## src/rtl/alu_secuenciador.sv

```systemverilog
// rtl/alu_secuenciador.sv - issuer-side sequencer for one combinational ALU
//
// Holds NREG operand registers plus stored carry (C) and zero (Z) flags.
// Accepts one command at a time, runs it through the external ALU and
// writes the result back. Each command takes three cycles: IDLE, EXEC, DONE.
//
// Optional build macro: ALU_SECUENCIADOR_CONTADOR_EN
//   defined   : ops_count counts completed legal ops and saturates at 0xFFFF
//   undefined : ops_count is tied to 0
//
// Ports:
//   clk, rst_n              clock and synchronous active-low reset
//   cmd_valid/cmd_ready     command handshake
//   cmd_op                  ALU opcode; 0x0-0x9 are legal
//   cmd_ra/cmd_rb/cmd_rd    source and destination register indices
//   cmd_fin                 literal carry-in value
//   cmd_usec                carry-in select: 1 uses stored C, 0 uses cmd_fin
//   wr_en/wr_addr/wr_data   host register write port (active in any state)
//   rd_addr/rd_data         combinational host register read
//   ALUA/ALUB/ALUFlagIn/ALUControl   registered drive to the ALU
//   ALUResult/ALUFlags/ALUZero       ALU response
//   flag_c, flag_z          stored flags
//   done, err               one-cycle completion and illegal-op pulses
//   ops_count               completed legal op counter (see macro)
module alu_secuenciador #(
  parameter int ANCHO = 4,
  parameter int NREG  = 4,
  localparam int RW   = $clog2(NREG)
) (
  input  logic             clk,
  input  logic             rst_n,
  input  logic             cmd_valid,
  output logic             cmd_ready,
  input  logic [3:0]       cmd_op,
  input  logic [RW-1:0]    cmd_ra,
  input  logic [RW-1:0]    cmd_rb,
  input  logic [RW-1:0]    cmd_rd,
  input  logic             cmd_fin,
  input  logic             cmd_usec,
  input  logic             wr_en,
  input  logic [RW-1:0]    wr_addr,
  input  logic [ANCHO-1:0] wr_data,
  input  logic [RW-1:0]    rd_addr,
  output logic [ANCHO-1:0] rd_data,
  output logic [ANCHO-1:0] ALUA,
  output logic [ANCHO-1:0] ALUB,
  output logic             ALUFlagIn,
  output logic [3:0]       ALUControl,
  input  logic [ANCHO-1:0] ALUResult,
  input  logic             ALUFlags,
  input  logic             ALUZero,
  output logic             flag_c,
  output logic             flag_z,
  output logic             done,
  output logic             err,
  output logic [15:0]      ops_count
);

  typedef enum logic [1:0] {
    ST_IDLE = 2'd0,
    ST_EXEC = 2'd1,
    ST_DONE = 2'd2
  } state_t;

  state_t           state;
  logic [ANCHO-1:0] regs [NREG];
  logic [ANCHO-1:0] a_q;
  logic [ANCHO-1:0] b_q;
  logic [3:0]       op_q;
  logic [RW-1:0]    rd_q;
  logic             fin_q;
  logic             c_q;
  logic             z_q;
  logic             done_q;
  logic             err_q;
  logic             op_legal;

  assign op_legal = (op_q <= 4'd9);

  // The ALU only ever sees the latched operands, so nothing on cmd_* can
  // reach it combinationally. The latches also hold across DONE and IDLE.
  assign ALUA       = a_q;
  assign ALUB       = b_q;
  assign ALUFlagIn  = fin_q;
  assign ALUControl = op_q;

  assign cmd_ready = (state == ST_IDLE);
  assign rd_data   = regs[rd_addr];
  assign flag_c    = c_q;
  assign flag_z    = z_q;
  assign done      = done_q;
  assign err       = err_q;

  always_ff @(posedge clk) begin
    if (!rst_n) begin
      state  <= ST_IDLE;
      a_q    <= '0;
      b_q    <= '0;
      op_q   <= '0;
      rd_q   <= '0;
      fin_q  <= 1'b0;
      c_q    <= 1'b0;
      z_q    <= 1'b0;
      done_q <= 1'b0;
      err_q  <= 1'b0;
      for (int i = 0; i < NREG; i++) begin
        regs[i] <= '0;
      end
    end else begin
      done_q <= 1'b0;
      err_q  <= 1'b0;

      // The host write comes first so that a write-back to the same index
      // later in this block overrides it.
      if (wr_en) begin
        regs[wr_addr] <= wr_data;
      end

      case (state)
        ST_IDLE: begin
          if (cmd_valid) begin
            // Operands are read before any host write on this edge lands.
            a_q   <= regs[cmd_ra];
            b_q   <= regs[cmd_rb];
            op_q  <= cmd_op;
            rd_q  <= cmd_rd;
            fin_q <= cmd_usec ? c_q : cmd_fin;
            state <= ST_EXEC;
          end
        end
        ST_EXEC: begin
          if (op_legal) begin
            regs[rd_q] <= ALUResult;
            c_q        <= ALUFlags;
            z_q        <= ALUZero;
          end
          done_q <= 1'b1;
          err_q  <= !op_legal;
          state  <= ST_DONE;
        end
        ST_DONE: begin
          state <= ST_IDLE;
        end
        default: begin
          state <= ST_IDLE;
        end
      endcase
    end
  end

`ifdef ALU_SECUENCIADOR_CONTADOR_EN
  logic [15:0] ops_q;

  always_ff @(posedge clk) begin
    if (!rst_n) begin
      ops_q <= '0;
    end else if (state == ST_EXEC && op_legal && ops_q != 16'hFFFF) begin
      ops_q <= ops_q + 16'd1;
    end
  end

  assign ops_count = ops_q;
`else
  assign ops_count = 16'h0000;
`endif

endmodule
```

## config.mk

```make
export PLATFORM = sky130hd
export DESIGN_NAME = alu_secuenciador
export DESIGN_NICKNAME = d
export VERILOG_FILES = /design/src/rtl/alu_secuenciador.sv
export SDC_FILE = /design/constraint.sdc
export NUM_CORES = 1
export LEC_CHECK = 0
export BUFFER_PORTS_ARGS = -buffer_cell sky130_fd_sc_hd__buf_2
export CORE_MARGIN = 8
export CORE_UTILIZATION = 45
export DETAILED_ROUTE_END_ITERATION = 6
export GPL_TIMING_DRIVEN = 0
export PLACE_DENSITY = 0.83
export RECOVER_POWER = 50
export SLEW_MARGIN = 20
export SYNTH_ARGS = -nofsm -noshare
export SYNTH_HDL_FRONTEND = slang
export SYNTH_SLANG_ARGS = --single-unit
```

## constraint.sdc

```tcl
create_clock -name clk -period 4.4 [get_ports clk]
set_input_delay 0 -clock clk [delete_from_list [all_inputs] [get_ports clk]]
set_output_delay 0 -clock clk [all_outputs]
set_load 0.02 [all_outputs]
```

==> Implementation_results.wiki <==
{| class="wikitable"
! Metric !! Value
|-
| Run status || complete, no violations
|-
| Slew @ Worst Pin || 0.7479 ns
|-
| Kind of launch point of the worst setup path || flip-flop
|-
| Cell area after synthesis || 1997 um2
|-
| Placed cell area || 2369 um2
|-
| Area Overhead vs Synth || 26.32%
|-
| Leakage power figure || 1.116 nW
|-
| Overall global routing resource usage || 14.76%
|-
| Seq/Total Area, Yosys || 45.11%
|-
| Dominant cells by area after synthesis || edfxtp_1 24%, dfxtp_1 21%, mux4_2 14%
|-
| Synthesized area per cell || 11.54 um2
|-
| Crit end category || flip-flop
|-
| Netlist cell types || 30
|-
| Die span in y || 82.62 um
|-
| Proportion of netlist area held by the largest area contributor || 24.06%
|-
| Number of maximum-capacitance constraint violations || 0
|-
| Post-DRT Antenna Nets || 0
|-
| Gate family responsible for the most delay along the worst path || simple AND/OR/NAND/NOR gates
|-
| Count of synthesis-stage warnings from yosys || 0
|-
| Delay of the slowest critical-path stage || 0.62 ns
|-
| Cell with the largest stage delay on the worst path || o21ai_0
|-
| CTS resizes || 0
|-
| Maximum clock rate || 489.1 MHz
|-
| Post-route DRC violation count || 0
|-
| Total power per unit cell area || 331.3 nW/um2
|-
| Filler Cell Count || 388
|-
| Crit Path Category || flip-flop to flip-flop
|-
| Library cell occupying the most area in the post-synthesis netlist || edfxtp_1
|-
| Number of post-CTS setup repair buffers || 0
|-
| Minimum setup slack in the final design || 2.356 ns
|-
| Final Hold Viols || 0
|-
| Initial standard-cell utilization of the core || 46.18%
|-
| Later-pin clock latency in the skew report || 0.30 ns
|-
| Total clock sinks || 37
|-
| Fraction of layout cells with a size suffix above 1 || 26.77%
|-
| Setup repair after global routing missed its margin || false
|-
| Total Nets Final || 283
|-
| Required arrival time at the worst endpoint || 4.39 ns
|-
| Final slew viol count || 0
|-
| Number of levels the H-tree was split into || 2
|-
| Number of global-route vias before repair || 1604
|-
| Width of the chip || 82.62 um
|-
| Pre-CTS setup slack || 2.652 ns
|-
| Ratio of routed vias to standard cells || 5.281
|-
| Slew headroom || 49.61%
|-
| Syn Inst Count || 173
|-
| Share of async-settable or async-resettable flops after synthesis || 0%
|-
| Pin count of the biggest net entering global routing || 13
|-
| GRT overflow || 0
|-
| Worst vdd rail ir drop || 150.9 uV
|-
| Count of hold buffers inserted by post-cts repair || 8
|-
| Crit-path cells || o21ai_0 -> nand4b_1 -> nand2_1
|-
| Maximum fanout encountered on the critical timing path || 7
|-
| Initial antenna violation count || 0
|-
| Number of buffers and inverters on the critical path || 0
|-
| Worst-case clock skew || 0.01037 ns
|-
| HPWL after detailed placement || 3811 um
|-
| Arrival time worst endpoint || 2.04 ns
|-
| EDFF count, synth || 16
|-
| Tmin final || 2.045 ns
|-
| Violation count after the first detailed-route iteration || 92
|-
| Total Neg Setup Slack || 0 ns
|-
| Number of CTS-inserted buffers || 5
|-
| Final WL || 4912 um
|-
| CTS clk-pin slew, worst paths || 0.07 ns
|-
| Worst Hold Class || input pin to flip-flop
|-
| Fraction of the core area covered by cells at the end of the flow || 58.33%
|-
| DR vias || 1616
|-
| Boundary pin count || 68
|-
| Number of buffers between clock root and the deepest sink || 2
|-
| Die outline area || 6825 um2
|-
| Area of the placeable core || 4324 um2
|-
| Count of final setup violators || 0
|-
| Synthesis-stage register bit count || 37
|-
| Total inserted antenna cells || 0
|-
| Clock tree from TritonCTS || done
|-
| Detailed-router iteration count before antenna repair || 5
|-
| First-pass GRT wire length || 7541 um
|-
| Total number of placement rows || 24
|-
| Fraction of the cycle the final worst path needs || 46.47%
|-
| Library cell used as clock root buffer || clkbuf_8
|-
| Wire length per cell || 16.05 um
|-
| Most instantiated cells after synthesis || 23 x mux2i_1, 23 x nand2_1, 21 x dfxtp_1, 16 x buf_4, 16 x edfxtp_1
|-
| Buffers on Ports || 50
|-
| Design Area, Final || 2522 um2
|-
| Placer congestion estimate || 0.7812
|-
| Most used flip-flop cell after synthesis || dfxtp_1
|}
[state kept, by name, summed over array words and instances, names as in the netlist]
| signal | count |
|---|---|
| flag_z | 1 |
| ALUControl | 4 |
| err | 1 |
| ALUB | 4 |
| done | 1 |
| state | 2 |
| flag_c | 1 |
| ALUA | 4 |
| regs | 16 |
| ALUFlagIn | 1 |
| rd_q | 2 |
[where the power goes]
| group | internal (mW) | switching, mW | leakage, nW |
|---|---|---|---|
| sequential | 0.380 | 0.0163 | 0.339 |
| combinational | 0.0662 | 0.0826 | 0.721 |
| clock | 0.170 | 0.120 | 0.0554 |
[final cells by class]
class                   instances  area [um2]  share of cell area, %
multi-input cells             122       957.2                  37.95
flip-flops and latches         37       900.9                  35.71
repair buffers                 58       302.8                  12.00
plain buffers                  24       166.4                  6.597
clock buffers                   6       72.57                  2.877
well taps                      52       65.06                  2.579
clock inverters                 2       38.79                  1.538
inverters                       5       18.77                 0.7440
[layer usage]
| layer | up-vias | track usage [%] | part of all wire (%) |
|---|---|---|---|
| met5 | - | 0 | 0 |
| li1 | 764 | - | - |
| met1 | 751 | 14.86 | 36 |
| met3 | 19 | 3.896 | 8.9 |
| met4 | 0 | 10.34 | 4.8 |
| met2 | 82 | 26.00 | 50 |
[cell usage in the layout (no fill, tap or decap), types with 3 or more instances in the layout]
master,n
buf_2,29
buf_4,16
clkbuf_1,28
clkbuf_8,5
conb_1,16
dfxtp_1,21
dlygate4sd3_1,8
edfxtp_1,16
inv_1,5
mux2i_1,23
mux4_2,12
nand2_1,23
nand3_1,7
nor2_1,12
o21ai_0,3
o2bb2ai_1,8
[logic make-up (layout without fill, tap and decap cells)]
group                  Yosys count  in the layout  synth area share, %
AO/OA/AOI/OAI                   16             16                6.015
AND/OR/NAND/NOR                 55             55                13.85
flip-flops                      37             37                45.11
other                            1             16               0.1878
buffers and inverters           29             95                9.775
multiplexers                    35             35                25.06
[through the flow]
stage / total power, mW / hold WS (ns) / instances
3_3_place_gp: 0.5425 / 0.2371 / 290
4_1_cts: 0.8449 / 0.001000 / 306
5_1_grt: 0.8712 / 0.02159 / 306
6_report: 0.8356 / 0.008153 / 306
2_1_floorplan: 0.5003 / 0.1472 / 188
3_5_place_dp: 0.5498 / 0.2470 / 290
[worst paths after layout]
check / end / from / cells after the start / slack, ns
worst max-delay path: regs[2][1]$_DFFE_PP_ / ALUControl[1]$_SDFFE_PN0P_ / 3 / 2.36
worst min-delay path: done$_SDFF_PN0_ / rst_n / 2 / 0.008
worst max register to register: regs[2][1]$_DFFE_PP_ / ALUControl[1]$_SDFFE_PN0P_ / 3 / 2.36
worst min register to register: ALUA[1]$_SDFFE_PN0P_ / ALUA[1]$_SDFFE_PN0P_ / 2 / 0.46
Note: power is estimated with default switching activity, not from simulation.
